--- src/rtl/wfifo_pixel_packer_if.sv ---
// -----------------------------------------------------------------------------
// wfifo_pixel_packer_if
//   Bundles the pixel-stream input and the FIFO write-port signals of the
//   wfifo pixel packer.
//   master : the packer (consumes pixels and wr_full, drives wr_en/wr_data)
//   slave  : the surrounding video source plus FIFO write port
// Signals
//   pix_vs    frame sync level, rising edge marks a frame start
//   pix_de    pixel valid, one pixel per cycle while high
//   pix_data  pixel value
//   wr_full   FIFO full flag
//   wr_en     FIFO write enable
//   wr_data   FIFO write word
// -----------------------------------------------------------------------------
interface wfifo_pixel_packer_if #(
   parameter int PIX_WIDTH  = 16,
   parameter int WORD_WIDTH = 32
);
   logic                  pix_vs;
   logic                  pix_de;
   logic [PIX_WIDTH-1:0]  pix_data;
   logic                  wr_full;
   logic                  wr_en;
   logic [WORD_WIDTH-1:0] wr_data;

   modport master (
      input  pix_vs, pix_de, pix_data, wr_full,
      output wr_en, wr_data
   );

   modport slave (
      output pix_vs, pix_de, pix_data, wr_full,
      input  wr_en, wr_data
   );
endinterface

--- src/rtl/wfifo_pixel_packer.sv ---
// -----------------------------------------------------------------------------
// wfifo_pixel_packer
//   Write-side stage in front of the wfifo write port. Packs a non-stallable
//   pixel stream into WORD_WIDTH words (R = WORD_WIDTH/PIX_WIDTH pixels each),
//   aligns the partial word to every frame start and drops completed words
//   that cannot be stored while the FIFO is full, flagging the loss.
// Ports
//   wr_clk       write clock
//   wr_rst       asynchronous active-high reset
//   pif          wfifo_pixel_packer_if.master (pixel stream in, FIFO write out)
//   frame_start  one-cycle pulse the cycle after a pix_vs rising edge
//   wr_word_cnt  words written since the last frame start, saturating
//   ovf_flag     sticky per frame: a completed word was dropped
//   drop_cnt     dropped words this frame, saturating (only with
//                WFIFO_PACK_DROP_CNT_EN defined)
// Configuration
//   `define WFIFO_PACK_DROP_CNT_EN adds the drop_cnt output and its counter.
// -----------------------------------------------------------------------------
module wfifo_pixel_packer #(
   parameter int PIX_WIDTH  = 16,
   parameter int WORD_WIDTH = 32,
   parameter int LSB_FIRST  = 1,
   parameter int CNT_WIDTH  = 16
) (
   input  logic                 wr_clk,
   input  logic                 wr_rst,
   wfifo_pixel_packer_if.master pif,
   output logic                 frame_start,
   output logic [CNT_WIDTH-1:0] wr_word_cnt,
   output logic                 ovf_flag
`ifdef WFIFO_PACK_DROP_CNT_EN
   ,
   output logic [15:0]          drop_cnt
`endif
);

   localparam int R     = WORD_WIDTH / PIX_WIDTH;
   localparam int IDX_W = (R > 1) ? $clog2(R) : 1;
   localparam logic [IDX_W-1:0] LAST_LANE = IDX_W'(R - 1);

   logic                  vs_d;
   logic                  vs_rise;
   logic [IDX_W-1:0]      idx_q;
   logic [IDX_W-1:0]      lane;
   logic [IDX_W-1:0]      pos;
   logic                  word_done;
   logic [WORD_WIDTH-1:0] asm_q;
   logic [WORD_WIDTH-1:0] asm_next;
   logic [WORD_WIDTH-1:0] hold_data;
   logic                  hold_valid;
   logic                  wr_en_i;
   logic                  hold_load;
   logic                  drop;

   assign vs_rise = pif.pix_vs & ~vs_d;

   // A frame start realigns immediately: a pixel arriving in the vs_rise
   // cycle is lane 0 of the new frame, whatever idx_q held.
   assign lane      = vs_rise ? '0 : idx_q;
   assign pos       = (LSB_FIRST != 0) ? lane : (LAST_LANE - lane);
   assign word_done = pif.pix_de & (lane == LAST_LANE);

   // Writes are gated combinationally by wr_full and suppressed on vs_rise,
   // since the held word belongs to the frame being abandoned.
   assign wr_en_i = hold_valid & ~pif.wr_full & ~vs_rise;

   // The held word is replaced when its slot is free, is being written this
   // cycle, or is being discarded by the frame start. Otherwise the new word
   // is the one that is lost.
   assign hold_load = word_done & (vs_rise | ~hold_valid | wr_en_i);
   assign drop      = word_done & hold_valid & pif.wr_full & ~vs_rise;

   assign pif.wr_en   = wr_en_i;
   assign pif.wr_data = hold_data;

   // NOTE: every always_comb output is given a default before any branch so
   // no path leaves it unassigned, which would otherwise infer a latch.
   always_comb begin
      asm_next = vs_rise ? '0 : asm_q;
      if (pif.pix_de) begin
         asm_next[pos*PIX_WIDTH +: PIX_WIDTH] = pif.pix_data;
      end
   end

   // NOTE: sequential state uses non-blocking assignments so every register
   // samples pre-edge values regardless of statement order.
   always_ff @(posedge wr_clk or posedge wr_rst) begin
      if (wr_rst) begin
         vs_d        <= 1'b0;
         idx_q       <= '0;
         asm_q       <= '0;
         hold_data   <= '0;
         hold_valid  <= 1'b0;
         frame_start <= 1'b0;
         wr_word_cnt <= '0;
         ovf_flag    <= 1'b0;
      end else begin
         vs_d        <= pif.pix_vs;
         frame_start <= vs_rise;
         asm_q       <= asm_next;

         if (pif.pix_de) begin
            idx_q <= (lane == LAST_LANE) ? '0 : lane + IDX_W'(1);
         end else if (vs_rise) begin
            idx_q <= '0;
         end

         if (hold_load) begin
            hold_data  <= asm_next;
            hold_valid <= 1'b1;
         end else if (vs_rise || wr_en_i) begin
            hold_valid <= 1'b0;
         end

         if (vs_rise) begin
            wr_word_cnt <= '0;
         end else if (wr_en_i && (wr_word_cnt != {CNT_WIDTH{1'b1}})) begin
            wr_word_cnt <= wr_word_cnt + CNT_WIDTH'(1);
         end

         if (vs_rise) begin
            ovf_flag <= 1'b0;
         end else if (drop) begin
            ovf_flag <= 1'b1;
         end
      end
   end

`ifdef WFIFO_PACK_DROP_CNT_EN
   // drop is already masked by vs_rise, so a clear always wins.
   always_ff @(posedge wr_clk or posedge wr_rst) begin
      if (wr_rst) begin
         drop_cnt <= '0;
      end else if (vs_rise) begin
         drop_cnt <= '0;
      end else if (drop && (drop_cnt != 16'hFFFF)) begin
         drop_cnt <= drop_cnt + 16'd1;
      end
   end
`endif

endmodule

--- src/flat_wrapper.sv ---
// flat-port wrapper written by rule: the top's interface ports become plain ports
module wfifo_pixel_packer_flat 
#(
   parameter int PIX_WIDTH  = 16,
   parameter int WORD_WIDTH = 32,
   parameter int LSB_FIRST  = 1,
   parameter int CNT_WIDTH  = 16
)
  (wr_clk, wr_rst, frame_start, wr_word_cnt, ovf_flag, pif_pix_vs, pif_pix_de, pif_pix_data, pif_wr_full, pif_wr_en, pif_wr_data);
  wfifo_pixel_packer_if #(.PIX_WIDTH(PIX_WIDTH), .WORD_WIDTH(WORD_WIDTH)) pif_i ();
  input  logic wr_clk;
  input  logic wr_rst;
  output logic frame_start;
  output logic [CNT_WIDTH-1:0] wr_word_cnt;
  output logic ovf_flag;
  input wire logic [$bits(pif_i.pix_vs)-1:0] pif_pix_vs;
  input wire logic [$bits(pif_i.pix_de)-1:0] pif_pix_de;
  input wire logic [$bits(pif_i.pix_data)-1:0] pif_pix_data;
  input wire logic [$bits(pif_i.wr_full)-1:0] pif_wr_full;
  output wire logic [$bits(pif_i.wr_en)-1:0] pif_wr_en;
  output wire logic [$bits(pif_i.wr_data)-1:0] pif_wr_data;
  assign pif_i.pix_vs = pif_pix_vs;
  assign pif_i.pix_de = pif_pix_de;
  assign pif_i.pix_data = pif_pix_data;
  assign pif_i.wr_full = pif_wr_full;
  assign pif_wr_en = pif_i.wr_en;
  assign pif_wr_data = pif_i.wr_data;
  wfifo_pixel_packer #(.PIX_WIDTH(PIX_WIDTH), .WORD_WIDTH(WORD_WIDTH), .LSB_FIRST(LSB_FIRST), .CNT_WIDTH(CNT_WIDTH)) u_core (.wr_clk(wr_clk), .wr_rst(wr_rst), .pif(pif_i), .frame_start(frame_start), .wr_word_cnt(wr_word_cnt), .ovf_flag(ovf_flag));
endmodule
--- config.mk ---
export PLATFORM = sky130hd
export DESIGN_NAME = wfifo_pixel_packer_flat
export DESIGN_NICKNAME = d
export VERILOG_FILES = /design/src/rtl/wfifo_pixel_packer_if.sv /design/src/rtl/wfifo_pixel_packer.sv /design/src/flat_wrapper.sv
export SDC_FILE = /design/constraint.sdc
export NUM_CORES = 1
export LEC_CHECK = 0
export BUFFER_PORTS_ARGS = -buffer_cell sky130_fd_sc_hd__buf_2
export CAP_MARGIN = 20
export CORE_MARGIN = 2
export CORE_UTILIZATION = 50
export CTS_CLUSTER_DIAMETER = 40
export DETAILED_ROUTE_END_ITERATION = 10
export HOLD_SLACK_MARGIN = 0.03
export PLACE_DENSITY = 0.7
export SYNTH_ARGS = -nofsm -noshare
export SYNTH_HDL_FRONTEND = slang
export SYNTH_SLANG_ARGS = --single-unit
export TNS_END_PERCENT = 20
--- constraint.sdc ---
create_clock -name wr_clk -period 5.4 [get_ports wr_clk]
set_clock_uncertainty 0.15 [all_clocks]
set_input_delay 0.54 -clock wr_clk [delete_from_list [all_inputs] [get_ports wr_clk]]
set_output_delay 0.54 -clock wr_clk [all_outputs]
set_load 0.02 [all_outputs]
==> metrics, run 1 <==
status complete, no violations; post-synthesis sequential area ratio between 50% and 60%; total CTS buffers 9; worst-case clock buffer depth 2; I/O Buffers 71; via count between 2000 and 3000; Die Span Y approximately 90 µm; Internal between 1 and 1.5 mW; Root Driver clkbuf_8; mapped cell area around 3800 µm²; Cell variety after synth 48; largest net degree at the start of global routing 86; share of power burned in registers 45.2%; Final setup viols 0; total gr overflow 0; Rel. slew slack 31.5%; antenna violation net count after detailed routing 0; Switching Share between 30% and 40%; combinational group share of total power between 20 and 30%; Yosys warnings 0; DP Wirelength roughly 4900 µm; clock share of power 27.1%; EDFF count, synth 0; Mapped Avg Cell Area 10.3 µm²; GP Congestion 0.815; max-cap viol count 0; #FFs+latches synth 85; # diodes 0; fin area 4490 µm²; Placed Instance Area 4220 µm²; TritonCTS Sinks 85; CTS resizes 0; Setup TNS Final 0 ns; clk_lat worst skew around 0.35 ns; Cells after Synth 372; Area growth syn-to-layout 17.5%; pwr/cell area around 430 nW/µm²; DR iter-0 viols between 150 and 200; fin nets roughly 460; chip width between 90 and 100 µm; startpoint types register; CP endpoint kind register; die area approximately 8400 µm²; top achievable clock speed 0.404 GHz; Arrival @ worst endpoint roughly 2.6 ns; share of cells above drive strength 1 between 30 and 40%; row count 31; switching power roughly 0.65 mW; minimum clock period roughly 2.5 ns; crit-path max FO between 40 and 50; Pins Over Slew Limit 0; all-layer global routing usage between 15 and 20%; Pwr Total between 1.5 and 2 mW; drt via density 5.06; Tcrit/Tclk final 45.8%; Routed WL per cell ~14 µm; Setup CP Type reg -> reg; Post-CTS Setup Bufs 0; core footprint around 7300 µm²; DR DRC count 0; slew at the pin closest to its max-slew limit about 1.0 ns; Required @ worst endpoint around 5.5 ns; vias in the first global route 2730; Min-Delay Path Class in -> reg; Initial Utilization approximately 52%; RSZ-0062 raised after global routing no; static leakage 2.40 nW; maximum VDD drop between 0.3 and 0.4 mV; asr flop ratio synth between 90% and 100%; first-pass iteration count of the detailed router 4; first-pass GRT wire length about 13000 µm; Detailed Route WL 7510 µm; Final Hold Fails 0; initial antenna violation count 0; Post-synth top flop dfrtp_1; Worst-path clk slew around 0.09 ns; syn_nets 395; CTS tree done; I/O Pins 72; htree depth 3
## kinds of logic (layout without fill, tap and decap cells)
group	after synthesis	count (layout)	synth area share, %
flops	85	85	55.6
mux	37	37	10.8
simple gates	119	119	15.9
fa+ha+maj	2	2	0.654
buf+inv	70	143	8.01
compound gates	58	58	8.77
xor+xnor	1	1	0.229
## metal layers
| metal | track usage [%] | wire, µm | vias to the layer above |
|---|---|---|---|
| li1 | - | - | 1361 |
| met1 | 26.1 | 3620 | 1318 |
| met2 | 30.1 | 3490 | 66 |
| met3 | 4.73 | 316 | 10 |
| met4 | 7.07 | 82 | 0 |
| met5 | 0 | 0 | - |
## per-stage QoR
step	setup WS (ns)	hold slack (ns)	cells	utilization (%)
final	2.93	0.191	544	61.3
after global routing	2.75	0.178	544	61.3
after CTS	2.91	0.181	542	60.8
after detailed placement	2.63	0.320	527	57.6
after global placement	2.68	0.313	527	57.6
after floorplan	2.52	0.382	372	-
## power groups by stage
stage | Clock, mW | Sequential (mW) | Combinational [mW]
after floorplan | 0 | 1.02 | 0.238
after global placement | 0 | 0.893 | 0.531
after detailed placement | 0 | 0.893 | 0.547
after CTS | 0.539 | 0.883 | 0.547
after global routing | 0.572 | 0.901 | 0.604
final | 0.528 | 0.881 | 0.541
## registers in the layout, summed over array words and instances, names as in the netlist
register and flops:
u_core.wr_word_cnt 16, u_core.idx_q 1, u_core.pif.wr_data 32, u_core.frame_start 1, u_core.ovf_flag 1, u_core.vs_d 1
u_core.hold_valid 1, u_core.asm_q 32
## synthesized netlist by cell type (2+ instances only)
cell type	instances	area share [%]
or4_1	2	0.39
a21oi_1	9	1.2
buf_2	2	0.26
o31ai_1	3	0.59
mux2i_1	5	1.3
or3_1	3	0.49
mux2_2	31	9.1
and4_1	2	0.46
dfrtp_1	85	56
o21ai_1	9	1.2
nand4_1	10	1.6
ha_1	2	0.65
buf_6	5	1.5
nand3_1	2	0.26
o21ai_0	27	3.5
nand2_1	75	7.4
nor3_1	3	0.39
o41ai_1	2	0.46
inv_1	53	5.2
clkbuf_1	9	0.88
and2_1	4	0.65
nor2_1	3	0.29
## worst paths after layout
path	from	endpoint	slack, ns	depth (start not counted)
max	u_core.vs_d$_DFF_PP0_	u_core.pif.wr_data[9]$_DFFE_PP0P_	2.93	4
min	pif_pix_vs	u_core.vs_d$_DFF_PP0_	0.19	1
max reg2reg	u_core.vs_d$_DFF_PP0_	u_core.pif.wr_data[9]$_DFFE_PP0P_	2.93	4
min reg2reg	u_core.pif.wr_data[2]$_DFFE_PP0P_	u_core.pif.wr_data[2]$_DFFE_PP0P_	0.33	2
max in group asynchronous	wr_rst	u_core.pif.wr_data[17]$_DFFE_PP0P_	3.97	5
min in group asynchronous	wr_rst	u_core.asm_q[15]$_DFF_PP0_	0.56	4
## critical path: stages, from the launching register on
cell	delay, ns
dfrtp_1	0.36
nand2b_4	0.38
a21boi_2	0.89
mux2_2	0.43
o21ai_0	0.16
## cell usage in the layout (no fill, tap or decap), types with 3 or more instances in the layout
master     instances
dfrtp_1           85
nand2_1           75
buf_2             71
inv_1             52
mux2_2            31
o21ai_0           27
nand4_1           10
a21oi_1            9
o21ai_1            9
clkbuf_8           9
mux2i_1            5
and2_1             4
or3_1              3
o31ai_1            3
nor2_1             3
nor3_1             3
bufinv_16          3
## repair_timing
item,4_1_cts,5_1_grt
hold buffers,0,1
hold endpoints to repair,0,8
setup endpoints to repair,0,0
## cell type report
type	instances	area (µm²)
Clock buffer	9	124
Clock inverter	6	111
Fill cell	646	2840
Inverter	53	200
Multi-Input combinational cell	217	1400
Sequential cell	85	2130
Tap cell	99	124
Timing Repair Buffer	75	408
Note: power is estimated with default switching activity, not from simulation.
==> run 2, diff against run 1 <==
Settings changed: ABC_AREA set to 1.
Clock period 5.4 ns to 2.3 ns, I/O delays scaled along.
==> metrics, run 2 <==
Cells after Synth about 440; Worst-path clk slew ~0.090 ns; startpoint types input port; pwr/cell area 956 nW/µm²; status complete, no violations; RSZ-0062 raised after global routing no; row count 31; most common cell in the netlist nand2_1; vias in the first global route 2941; all-layer global routing usage a little over a fifth; Routed WL per cell about 13 µm; htree depth 3; Final Hold Fails 0; CP endpoint kind register; critical path cell sequence dlygate4sd3_1 > buf_2 > nand2_2 > nand2_2 > inv_1 > ha_1 > nand2_1 > buf_4 > nand2_1 > nand2_1; area of the multi-input gates between 1000 and 1500 µm²; crit-path max FO 33; chip width approximately 90 µm; Filler cells 681; Post-synth top flop dfrtp_1; Mapped Avg Cell Area 8.39 µm²; I/O Buffers 71; share of cells above drive strength 1 roughly a fifth; total CTS buffers 9; slowest cell on the critical path dlygate4sd3_1; Arrival @ worst endpoint 2.19 ns; R2R Setup Slk approximately 0.36 ns; Required @ worst endpoint roughly 2.4 ns; Area contributors post-synth dfrtp_1, nand2_1, nand3_1; depth of the worst hold-timing path 3; I/O Pins 72; FF-to-FF End u_core.pif.wr_data[27]$_DFFE_PP0P_; Die Span Y 90.2 µm; worst-case clock buffer depth 2; antenna violation net count after detailed routing 0; synth cell count leaders nand2_1, dfrtp_1, nand3_1; Rel. slew slack a little under two thirds; Pins Over Slew Limit 0; sequential cell area about 2100 µm²; asr flop ratio synth 100%; maximum VDD drop 0.630 mV; via count around 3200; CTS tree done; clk_lat worst skew 0.35 ns; die area 8140 µm²; total gr overflow 0; mapped cell area between 3000 and 4000 µm²; most used cell, CP nand2_1; #FFs+latches synth between 80 and 90; # diodes 0; Reg-to-Reg Start u_core.vs_d$_DFF_PP0_; commonest non-fill, non-tap cell in the layout nand2_1; Area growth syn-to-layout 22.5%; top achievable clock speed 0.488 GHz; Placed Instance Area around 4200 µm²; DR iter-0 viols between 200 and 250; Worst Reg-to-Reg Cells 9; Min-Delay Startpoint pif_pix_data[7]; syn_nets ~470; Initial Utilization roughly half; post-synth top area share 57.2%; GP Congestion approximately 0.86; Setup TNS Final 0 ns; Cell variety after synth 27; Buf/Inv on CP 4; static leakage approximately 2.5 nW; Worst path max stage delay about 0.52 ns; first-pass iteration count of the detailed router 4; DR DRC count 0; Yosys warnings 0; Worst path top cell family by delay buffers and inverters; Setup CP Type in -> reg; Tcrit/Tclk final 89.0%; most frequent cells in the layout nand2_1, dfrtp_1, buf_2, nand3_1, dlygate4sd3_1; slew at the pin closest to its max-slew limit around 0.55 ns; DP Wirelength just under 6000 µm; max-cap viol count 0; fin area ~4600 µm²; largest net degree at the start of global routing 35; EDFF count, synth 0; first-pass GRT wire length between 10000 and 15000 µm; Worst Hold End u_core.asm_q[7]$_DFF_PP0_; TritonCTS Sinks 85; minimum clock period roughly 2.0 ns; post-synthesis sequential area ratio 57.2%; Root Driver clkbuf_8; area leader, netlist dfrtp_1; fin nets 553; Min-Delay Path Class in -> reg; initial antenna violation count 0; core footprint ~7000 µm²; Final setup viols 0; Detailed Route WL ~8400 µm; drt via density between 5 and 6
==> run 2: worst max-delay path by stage <==
stage,slack [ns],startpoint,cells past startpoint,to
floorplan,0.34,u_core.vs_d$_DFF_PP0_,11,u_core.pif.wr_data[0]$_DFFE_PP0P_
global placement,0.46,u_core.vs_d$_DFF_PP0_,9,u_core.pif.wr_data[11]$_DFFE_PP0P_
detailed placement,0.38,pif_pix_vs,9,u_core.pif.wr_data[18]$_DFFE_PP0P_
CTS,0.19,pif_pix_vs,10,u_core.pif.wr_data[20]$_DFFE_PP0P_
global route,0.11,pif_pix_vs,10,u_core.pif.wr_data[22]$_DFFE_PP0P_
finish,0.25,pif_pix_vs,10,u_core.pif.wr_data[27]$_DFFE_PP0P_
==> run 2: metal layers <==
metal / vias up / wire [µm] / GRT usage, %
met5: - / 0 / 0
met4: 0 / 157 / 6.54
met3: 16 / 484 / 5.20
met2: 100 / 3770 / 31.6
met1: 1480 / 3980 / 32.1
li1: 1580 / - / -
==> run 2: cell families (layout without fill, tap and decap cells) <==
logic type	after synthesis	in the layout	share of synthesized area, %
and+or+nand+nor	293	293	33.3
DFF	85	85	57.2
buffers and inverters	39	131	4.81
AOI/OAI and AO/OA	21	21	3.27
xor gates and xnor gates	3	3	0.707
adders and majority gates	2	2	0.673
==> run 2: timing repair <==
| action | 4_1_cts | 5_1_grt |
|---|---|---|
| hold buffers | 16 | 1 |
| endpoints found under the hold margin | 45 | 1 |
| gates resized for setup | 0 | 2 |
| buffers inserted | 0 | 0 |
| endpoints found under the setup margin | 0 | 12 |
==> run 2: area by class of cell <==
type / count / area share (%)
clock inverter: 7 / 1.73
inverter: 19 / 1.70
sequential: 85 / 46.7
timing repair buffer: 96 / 13.4
clock buffer: 9 / 2.72
tap: 99 / 2.72
multi-input combinational: 319 / 31.0
==> run 2: through the flow <==
step,setup WS (ns),utilization [%],instances,hold WS [ns],power (mW)
after floorplan,0.337,-,443,0.111,2.85
after global placement,0.460,57.9,601,0.160,3.24
after detailed placement,0.381,57.9,601,0.160,3.27
after CTS,0.189,62.9,633,0.0303,4.39
after global routing,0.105,63.1,634,0.0473,4.63
final,0.253,63.1,634,0.0438,4.35
==> run 2: power by group <==
part / internal, mW / leakage (nW) / switching [mW]
sequential: 1.86 / 1.12 / 0.163
clock: 0.520 / 0.105 / 0.573
combinational: 0.409 / 1.29 / 0.830
==> run 2: worst reg2reg max path: cells and delay by family (launching register included) <==
family	cells	cell delay (ns)
flip-flops	1	0.38
AND/OR/NAND/NOR	5	0.73
buffers and inverters	3	0.44
adder cells (fa/ha/maj)	1	0.19
